## config.mk

```make
export PLATFORM = sky130hd
export DESIGN_NAME = uart_line_receiver
export DESIGN_NICKNAME = d
export VERILOG_FILES = /design/src/rtl/uart_line_receiver.sv
export SDC_FILE = /design/constraint.sdc
export NUM_CORES = 1
export LEC_CHECK = 0
export ABC_AREA = 0
export CELL_PAD_IN_SITES_DETAIL_PLACEMENT = 0
export CELL_PAD_IN_SITES_GLOBAL_PLACEMENT = 1
export CORE_ASPECT_RATIO = 0.75
export CORE_MARGIN = 1
export CORE_UTILIZATION = 50
export DETAILED_ROUTE_END_ITERATION = 8
export PLACE_DENSITY_LB_ADDON = 0.1
export RECOVER_POWER = 25
export SETUP_SLACK_MARGIN = 0.2
export SYNTH_ARGS = -nofsm -noshare
export SYNTH_HDL_FRONTEND = slang
export SYNTH_SLANG_ARGS = --single-unit
```

## constraint.sdc

```tcl
create_clock -name clk -period 3.4 [get_ports clk]
set_input_delay 0.68 -clock clk [delete_from_list [all_inputs] [get_ports clk]]
set_output_delay 0.68 -clock clk [all_outputs]
set_load 0.02 [all_outputs]
```

## src/rtl/uart_line_receiver.sv

```systemverilog
// Purpose: assembles bytes from the uart_rx core into CR/LF-terminated lines and drains each line as a byte stream.
// Latency: first line byte is presented one cycle after the terminator is accepted; a full line drains in line_len cycles.
// Backpressure: out_ready stalls the drain with out_data/out_last held; rx_data_ready is low while draining, so rx bytes are dropped.
// Optional: define LINE_RX_BACKSPACE_EN to make 0x08/0x7F erase the last stored byte instead of being stored.
module uart_line_receiver #(
    parameter int MAX_PAYLOAD = 32,
    parameter int LEN_W       = 6
) (
    input  logic             clk,
    input  logic             rst,
    input  logic [7:0]       rx_data,
    input  logic             rx_data_valid,
    output logic             rx_data_ready,
    output logic [7:0]       out_data,
    output logic             out_valid,
    input  logic             out_ready,
    output logic             out_last,
    output logic [LEN_W-1:0] line_len,
    output logic             line_overflow
);

    localparam int              IDX_W   = (MAX_PAYLOAD > 1) ? $clog2(MAX_PAYLOAD) : 1;
    localparam logic [LEN_W-1:0] MAX_CNT = LEN_W'(MAX_PAYLOAD);
    localparam logic [LEN_W-1:0] ONE     = LEN_W'(1);

    typedef enum logic {
        ST_COLLECT,
        ST_DRAIN
    } state_t;

    state_t           state;
    state_t           state_nxt;
    logic [LEN_W-1:0] wr_cnt;
    logic [LEN_W-1:0] rd_ptr;
    logic             ovf;
    logic [7:0]       line_buf [MAX_PAYLOAD];

    logic             is_term;
    logic             is_bs;
    logic             accept;
    logic             has_room;

    assign is_term  = (rx_data == 8'h0D) || (rx_data == 8'h0A);
    assign has_room = (wr_cnt < MAX_CNT);

`ifdef LINE_RX_BACKSPACE_EN
    assign is_bs = (rx_data == 8'h08) || (rx_data == 8'h7F);
`else
    assign is_bs = 1'b0;
`endif

    // State register; reset abandons any line being drained.
    always_ff @(posedge clk) begin
        if (rst) begin
            state <= ST_COLLECT;
        end else begin
            state <= state_nxt;
        end
    end

    // Next-state and output decode; outputs depend only on registered state.
    always_comb begin
        state_nxt     = state;
        rx_data_ready = 1'b0;
        accept        = 1'b0;
        out_valid     = 1'b0;
        out_last      = 1'b0;
        out_data      = 8'h00;
        case (state)
            ST_COLLECT: begin
                rx_data_ready = 1'b1;
                accept        = rx_data_valid;
                // Terminators on an empty line are swallowed, so CR LF yields one line.
                if (accept && is_term && (wr_cnt != '0)) begin
                    state_nxt = ST_DRAIN;
                end
            end
            ST_DRAIN: begin
                out_valid = 1'b1;
                out_data  = line_buf[rd_ptr[IDX_W-1:0]];
                out_last  = (rd_ptr == (line_len - ONE));
                if (out_ready && out_last) begin
                    state_nxt = ST_COLLECT;
                end
            end
            default: begin
                state_nxt = ST_COLLECT;
            end
        endcase
    end

    // Counters, overflow flag and the line descriptor latched at the terminator.
    always_ff @(posedge clk) begin
        if (rst) begin
            wr_cnt        <= '0;
            rd_ptr        <= '0;
            ovf           <= 1'b0;
            line_len      <= '0;
            line_overflow <= 1'b0;
        end else begin
            case (state)
                ST_COLLECT: begin
                    if (accept) begin
                        if (is_term) begin
                            if (wr_cnt != '0) begin
                                line_len      <= wr_cnt;
                                line_overflow <= ovf;
                                rd_ptr        <= '0;
                            end
                        end else if (is_bs) begin
                            // Backspace erases a stored byte but never clears ovf.
                            if (wr_cnt != '0) begin
                                wr_cnt <= wr_cnt - ONE;
                            end
                        end else if (has_room) begin
                            wr_cnt <= wr_cnt + ONE;
                        end else begin
                            ovf <= 1'b1;
                        end
                    end
                end
                ST_DRAIN: begin
                    if (out_ready) begin
                        if (out_last) begin
                            wr_cnt <= '0;
                            ovf    <= 1'b0;
                        end else begin
                            rd_ptr <= rd_ptr + ONE;
                        end
                    end
                end
                default: begin
                    wr_cnt <= '0;
                end
            endcase
        end
    end

    // Line storage; contents are don't-care after reset so it carries no reset.
    always_ff @(posedge clk) begin
        if ((state == ST_COLLECT) && accept && !is_term && !is_bs && has_room) begin
            line_buf[wr_cnt[IDX_W-1:0]] <= rx_data;
        end
    end

endmodule

```

* Word-level counts from Yosys, hierarchy flattened
Memory sizes are Yosys's and may differ from the RTL's. A register that Yosys moved wholly into a read port is not among the register bits.
Cells that the tools add are included.
** Cells by class
- $add $sub $neg :: 3
- $mul :: 0
- Div/mod/pow operators :: 0
- $lt $le $gt $ge :: 1
- Eq/ne operators :: 12
- Shift operators :: 0
- Mux-type cells :: 30
- Bitwise gates (word level) :: 1
- Reductions and logical operators :: 13
** Operators with widths (number)
- $mux W6 :: 10
- $pmux W6 S2 :: 2
- $ne A2 B2 Y1 const B :: 9
- $eq A8 B4 Y1 const B :: 2
- $reduce_and A5 Y1 :: 3
- $mux W1 :: 13
- $add A6 B1 Y6 const B :: 2
- $mux W5 :: 2
- $mux W8 :: 1
- $eq A6 B6 Y1 :: 1
- $logic_and A1 B1 Y1 :: 6
- $lt A6 B6 Y1 const B :: 1
- $reduce_bool A6 Y1 :: 1
- $sub A6 B1 Y6 const B :: 1
- $pmux W1 S2 :: 2
- $reduce_and A4 Y1 :: 1
- $logic_not A1 Y1 :: 1
- $logic_or A1 B1 Y1 :: 1
- $not A1 Y1 :: 1
** Storage, ports and cells
- Bits in registers :: 21
- Bits in latches :: 0
- RAM bits :: 256
- Memory bits (read-only) :: 0
- Input bits :: 12
- Word-level logic and storage cells :: 67
- Memories :: 1
** Memories
- line_buf :: words 32, width 8, read ports 1, clocked after memory_dff 1, wr ports 1, RTL line 36 : logic [7:0] line_buf [MAX_PAYLOAD];

* Logic depth before layout (Yosys ltp)
Gate-level depths: netlist of run 1.
- Word-level depth :: 8
- Depth in mapped cells :: 9

* Least setup slack after synthesis of run 1
No wires, ideal clock.
- Kind :: register -> output
- Start :: register with a tool-made name
- End :: output port out_data[0]
- Data arrival time :: 1.966 ns
- Data required time :: 2.720 ns
- Slack :: 0.754 ns
- Stages on the path, launching flop included :: 7
- Path through :: dfxtp_1 -> clkbuf_1 -> buf_1 -> mux4_2 -> mux4_2 -> mux2i_1 -> nor2_1
** RTL lines
- end, declared :: RTL line 14 : output logic [7:0] out_data,

==> flow_summary_export.csv, run 1 <==
group,metric,value,unit
yosys,synth_compound_area_share,2.55,%
yosys,muxShareOfSynthArea,16.9,%
cts,clockBufferDepth,3,
power_and_ir_drop,p_leak,4.30,nW
cts,clock_latency,0.55,ns
power_and_ir_drop,max-vdd-ir-drop,0.000376,V
cts,cts_max_level,1,
timing,finalWorstSetupSlack,-0.0168,ns
yosys,ys_seq_area_share,72.8,%
cells_and_area,ff_latch_area,8210,um^2
floorplan,core.rowCount,47,
worst_setup_path,crit_type,"reg2out",
yosys,yosys.area_share.simple,5.05,%
cts,postCtsHoldBufs,0,
yosys,synthesis.nets,594,
grt,grt_max_degree,46,
placement,dp_hpwl,15.8,mm
cells_and_area,mostFrequentLayoutCells,"edfxtp_1 (256), mux4_2 (80), buf_4 (51), nor2_1 (48), clkbuf_16 (29)",
cells_and_area,syn_to_final_growth,18.6,%
worst_setup_path,cpMaxStageDelayCell,"mux4_2",
yosys,synth_fa_ha_area_share,0.666,%
worst_setup_path,path_common_cell,"mux4_2",
yosys,ys_ff_latch,282,
grt,grt_pass1_vias,5883,
floorplan,dieWidth,175,um
job,cap_viol_max_count,1,
cts,root_buffer,"clkbuf_16",
yosys,synth_xor_area_share,0.544,%
worst_setup_path,path_delay_family,"multiplexers",
yosys,yosysUniqueCellTypes,53,
route,drc,0,
timing,hold_viol_final,0,
yosys,avgSynthCellArea,19.6,um^2
yosys,synth_cells,576,
worst_setup_path,crit_required,2.72,ns
placement,portBuffers,29,
placement,placed_area,12300,um^2
cells_and_area,n_fill_cell,1645,
timing,maxSlewViolCount,33,
route,drtPass1Iterations,5,
timing,tightest_slew,1.54,ns
grt,track_usage,22.4,%
timing,setup_viol,4,
run_status,status,"finished, violations left",
timing,slew_headroom,-2.41,%
timing,period_share,100,%
yosys,synthFlopType,"edfxtp_1",
worst_setup_path,max_stage_delay,0.55,ns
cells_and_area,multiInputGateArea,2920,um^2
cells_and_area,diodes,0,
worst_setup_path,path_cells,"buf_6 -> buf_4 -> mux4_2 -> mux4_2 -> mux2i_1 -> nor2_1 -> buf_2",
grt,overflow,0,
yosys,synth_top_family_by_area,"multiplexers",
floorplan,die_height,132,um
yosys,synth_edf_count,256,
route,viasPerCell,5.90,
cells_and_area,drive_above_1_share,30.7,%
yosys,synth_area,11300,um^2
route,vias,5810,
timing,rsz0062_at_grt,"true",
cts,cts_tree,"yes",
grt,grt_first_pass_wirelength,37.5,mm
yosys,async_reset_ff_share,0,%
floorplan,start_util,51.0,%
power_and_ir_drop,p_per_area,535,nW/um^2
timing,max_freq,293,MHz
worst_setup_path,worstPathArrival,2.74,ns
cts,numCtsBuffers,27,
run_status,violations,"capacitance limit, slew limit, setup timing",
route,wl_per_cell,25.4,um
worst_setup_path,path_buf_inv,3,
cells_and_area,final_common_cell,"edfxtp_1",
worst_setup_path,worstSetupStartpointType,"flop",
floorplan,ios,30,
route,postRouteAntennaNets,0,
cts,cts.clk_slew.worst_paths,0.06,ns
timing,fin_crit,3.42,ns
min_path,min_path_type,"reg2reg",
route,wirelength,25.0,mm
yosys,yosysWarnings,0,
cts,cts_sinks,282,
placement,place_congestion,0.807,
route,drtIter0Drc,565,
worst_setup_path,critPathMaxFanout,3,
cells_and_area,final_design_area_no_fill,13400,um^2
floorplan,core-area,22100,um^2
grt,antenna_found_initial,1,
timing,holdWs,0.453,ns
timing,finClkSkew,0.0160,ns
worst_setup_path,endpoint_kind,"primary output",
cells_and_area,fin_nets,687,
floorplan,dieArea,23200,um^2
## path summary, 6_finish.rpt
check,slack (ns),start,to,cells after the start
setup / recovery,-0.02,flop,out_data[5],7
hold / removal,0.45,ovf$_SDFFE_PP0P_,ovf$_SDFFE_PP0P_,1
setup reg to reg,1.05,state$_SDFF_PP0_,line_buf[3][6]$_DFFE_PP_,7
hold reg to reg,0.45,ovf$_SDFFE_PP0P_,ovf$_SDFFE_PP0P_,1
## cell type report
cell class	count	share of cell area, %
Sequential cell	282	61.4
Multi-Input combinational cell	257	21.8
Inverter	8	0.224
Timing Repair Buffer	93	6.66
Clock inverter	18	1.76
Tap cell	294	2.75
Clock buffer	32	5.42
## per-layer routing
layer	share of wire (%)	track usage, %	vias up
met4	2.0	5.07	0
li1	-	-	2543
met3	8.1	5.25	34
met1	44	33.5	3034
met2	46	33.8	199
met5	0	0	-
## flip-flops by register name, summed over array words and instances (netlist names), named ones only
register	cells
line_buf	256
line_len	6
line_overflow	1
ovf	1
rd_ptr	6
state	1
wr_cnt	6
## per-stage QoR
| stage | std cells | setup slack (ns) | total power [W] | utilization [%] | TNS (ns) |
|---|---|---|---|---|---|
| 2_1_floorplan | 576 | 0.754 | 0.00393 | - | 0 |
| 3_3_place_gp | 923 | 0.0476 | 0.00403 | 55.5 | 0 |
| 3_5_place_dp | 923 | 0.0654 | 0.00404 | 55.5 | 0 |
| 4_1_cts | 981 | -0.0505 | 0.00721 | 60.3 | -0.179 |
| 5_1_grt | 984 | -0.101 | 0.00736 | 60.5 | -0.532 |
| 6_report | 984 | -0.0168 | 0.00716 | 60.5 | -0.0378 |
## synthesized netlist by cell type, types with 2 or more instances
cell      number  area share (%)
nor3b_1        2            0.13
nor3_1         4            0.18
nand2_1       22            0.73
buf_4          7            0.47
nand3_1       11            0.49
dfxtp_1       26             4.6
xor2_1         3            0.23
a21o_1         3            0.20
xnor2_1        4            0.31
o21ai_0        2           0.089
a21oi_1       18            0.80
mux4_2        80              16
mux2i_1       10            0.89
a211oi_1       3            0.20
or2_2          2            0.11
a31oi_1        2            0.11
buf_2          3            0.13
a31o_1         3            0.23
edfxtp_1     256              68
clkbuf_1      12            0.40
nor2_1        48             1.6
nor2b_1        2            0.11
nand3b_1       2            0.13
inv_1          8            0.27
a41o_1         2            0.18
ha_1           6            0.67
or3_1          4            0.22
buf_1          6            0.20
## repair_timing
| action | 4_1_cts | 5_1_grt |
|---|---|---|
| resized for setup | 45 | 7 |
| pin swaps | 0 | 2 |
| setup endpoints to repair | 9 | 9 |
| gates cloned | 2 | 1 |
| setup buffers | 6 | 2 |
## power by group
| group | switching [W] | internal (W) | leakage [nW] |
|---|---|---|---|
| registers | 0.00000864 | 0.00380 | 2.52 |
| logic | 0.000107 | 0.0000493 | 1.30 |
| clock network | 0.00128 | 0.00192 | 0.477 |
## logic make-up (layout without fill, tap and decap cells)
group / count (synthesis) / count (layout)
buffers and inverters: 37 / 151
DFF: 282 / 282
adders and majority gates: 6 / 6
muxes: 90 / 90
and+or+nand+nor: 112 / 112
xor gates and xnor gates: 7 / 7
AOI/OAI and AO/OA: 42 / 42
Power figures use the tool's default switching activity.
==> run 2: changes to the inputs <==
--- a/config.mk
+++ b/config.mk
@@ -12,7 +12,7 @@
 export CORE_MARGIN = 1
 export CORE_UTILIZATION = 50
 export DETAILED_ROUTE_END_ITERATION = 8
-export PLACE_DENSITY_LB_ADDON = 0.1
+export PLACE_DENSITY = 0.82
 export RECOVER_POWER = 25
 export SETUP_SLACK_MARGIN = 0.2
 export SYNTH_ARGS = -nofsm -noshare
==> flow_summary_export.csv, run 2 (synthesis gave the netlist of run 1 again) <==
group,metric,value,unit
cells_and_area,utilization,60.4,%
timing,fin_crit,3.49,ns
power_and_ir_drop,p_clk_share,43.5,%
worst_setup_path,crit_required,2.72,ns
cts,cts_max_level,1,
cells_and_area,n_fill_cell,1572,
power_and_ir_drop,combPwrFrac,2.3,%
grt,overflow,0,
floorplan,ios,30,
worst_setup_path,endpoint_kind,"primary output",
power_and_ir_drop,p_sw,0.00140,W
route,drtPass1Iterations,5,
timing,slew_headroom,-3.90,%
floorplan,dieArea,23200,um^2
placement,post-place-ws,0.117,ns
cts,cts.clk_slew.worst_paths,0.07,ns
worst_setup_path,path_buf_inv,3,
cts,numCtsBuffers,27,
power_and_ir_drop,p_int,0.00561,W
route,postRouteAntennaNets,0,
route,wirelength,25.4,mm
power_and_ir_drop,max-vdd-ir-drop,0.000398,V
cts,postCtsHoldBufs,0,
power_and_ir_drop,sequentialPowerShare,54.2,%
power_and_ir_drop,p_per_area,525,nW/um^2
cts,root_buffer,"clkbuf_16",
route,vias,5893,
timing,maxSlewViolCount,66,
route,wl_per_cell,25.8,um
cells_and_area,syn_to_final_growth,18.4,%
timing,tightest_slew,1.56,ns
cells_and_area,largest_reg_flops,256,
grt,grt_first_pass_wirelength,38.0,mm
grt,grt_max_degree,40,
timing,setup_viol,8,
cts,cts_sinks,282,
grt,antenna_found_initial,0,
cells_and_area,final_common_cell,"edfxtp_1",
cts,clock_latency,0.53,ns
timing,finClkSkew,0.00788,ns
worst_setup_path,max_stage_delay,0.54,ns
route,drtIter0Drc,620,
placement,dp_hpwl,15.9,mm
worst_setup_path,critPathMaxFanout,8,
cells_and_area,diodes,0,
timing,holdWs,0.465,ns
floorplan,dieWidth,175,um
floorplan,core.rowCount,47,
worst_setup_path,worstPathArrival,2.81,ns
worst_setup_path,worstSetupStartpointType,"flop",
cts,cts_tree,"yes",
floorplan,die_height,132,um
worst_setup_path,path_common_cell,"mux4_2",
floorplan,core-area,22100,um^2
route,viasPerCell,5.98,
route,drc,0,
worst_setup_path,cpMaxStageDelayCell,"mux4_2",
worst_setup_path,path_delay_family,"multiplexers",
min_path,min_path_type,"reg2reg",
timing,hold_viol_final,0,
job,cap_viol_max_count,2,
timing,setup_tns,-0.393,ns
placement,portBuffers,29,
timing,rsz0062_at_grt,"true",
worst_setup_path,crit_type,"reg2out",
grt,track_usage,22.8,%
cts,clockBufferDepth,3,
power_and_ir_drop,power,0.00701,W
run_status,status,"finished, violations left",
power_and_ir_drop,p_leak,4.27,nW
timing,max_freq,287,MHz
power_and_ir_drop,swShare,20.0,%
worst_setup_path,path_cells,"buf_6 -> buf_12 -> mux4_2 -> mux4_2 -> mux2i_2 -> nor2_1 -> buf_2",
floorplan,start_util,51.0,%
timing,period_share,103,%
run_status,violations,"capacitance limit, slew limit, setup timing",
cells_and_area,fin_nets,690,
grt,grt_pass1_vias,5979,
cells_and_area,mostFrequentLayoutCells,"edfxtp_1 (256), mux4_2 (80), buf_4 (49), nor2_1 (48), clkbuf_16 (27)",
cells_and_area,drive_above_1_share,30.6,%
timing,finalWorstSetupSlack,-0.0877,ns
placement,place_congestion,0.789,
[run 2: metrics by stage]
stage          area [um^2]  std cells
5_1_grt              13400        986
4_1_cts              13400        986
6_report             13400        986
3_3_place_gp         12300        925
2_1_floorplan        11300        576
3_5_place_dp         12300        925
[run 2: path summary, 6_finish.rpt]
check	startpoint	endpoint	slack (ns)	cells after the start
max	flop	out_data[2]	-0.09	7
min	ovf$_SDFFE_PP0P_	ovf$_SDFFE_PP0P_	0.46	1
max reg2reg	state$_SDFF_PP0_	line_buf[3][1]$_DFFE_PP_	0.91	6
min reg2reg	ovf$_SDFFE_PP0P_	ovf$_SDFFE_PP0P_	0.46	1
[run 2: power groups by stage]
stage                     clock network [W]  registers [W]  logic (W)
after global routing                0.00322        0.00380   0.000169
final                               0.00305        0.00380   0.000158
after CTS                           0.00309        0.00380   0.000161
after detailed placement                  0        0.00388   0.000160
after global placement                    0        0.00388   0.000152
after floorplan                           0        0.00388  0.0000573
[run 2: per-layer routing]
layer,global-route usage [%],vias up,routed length [um]
li1,-,2541,-
met4,4.01,0,376
met3,4.96,24,2380
met5,0,-,0
met2,35.1,251,11900
met1,34.4,3077,10800
[run 2: final cells by class]
| class | count | area, um^2 | area share [%] |
|---|---|---|---|
| clock buffers | 28 | 679 | 5.09 |
| clock inverters | 21 | 230 | 1.72 |
| inverters | 8 | 30.0 | 0.225 |
| multi-input cells | 257 | 2910 | 21.8 |
| flip-flops and latches | 282 | 8220 | 61.5 |
| well taps | 294 | 368 | 2.75 |
| repair buffers | 96 | 922 | 6.90 |
[run 2: repair_timing]
| item | CTS | global route |
|---|---|---|
| buffers inserted | 8 | 0 |
| resized for setup | 46 | 4 |
| pin swaps | 1 | 0 |
| endpoints found under the setup margin | 9 | 9 |
| gates cloned | 4 | 0 |
==> run 3: changes to the inputs <==
--- a/config.mk
+++ b/config.mk
@@ -6,12 +6,14 @@
 export NUM_CORES = 1
 export LEC_CHECK = 0
 export ABC_AREA = 0
+export ABC_CLOCK_PERIOD_IN_PS = 3400
 export CELL_PAD_IN_SITES_DETAIL_PLACEMENT = 0
 export CELL_PAD_IN_SITES_GLOBAL_PLACEMENT = 1
 export CORE_ASPECT_RATIO = 0.75
 export CORE_MARGIN = 1
 export CORE_UTILIZATION = 50
 export DETAILED_ROUTE_END_ITERATION = 8
+export GPL_ROUTABILITY_DRIVEN = 0
 export PLACE_DENSITY = 0.82
 export RECOVER_POWER = 25
 export SETUP_SLACK_MARGIN = 0.2
==> results of run 3 <==
Same layout as run 2: the final DEF is identical, and so are final timing and power.
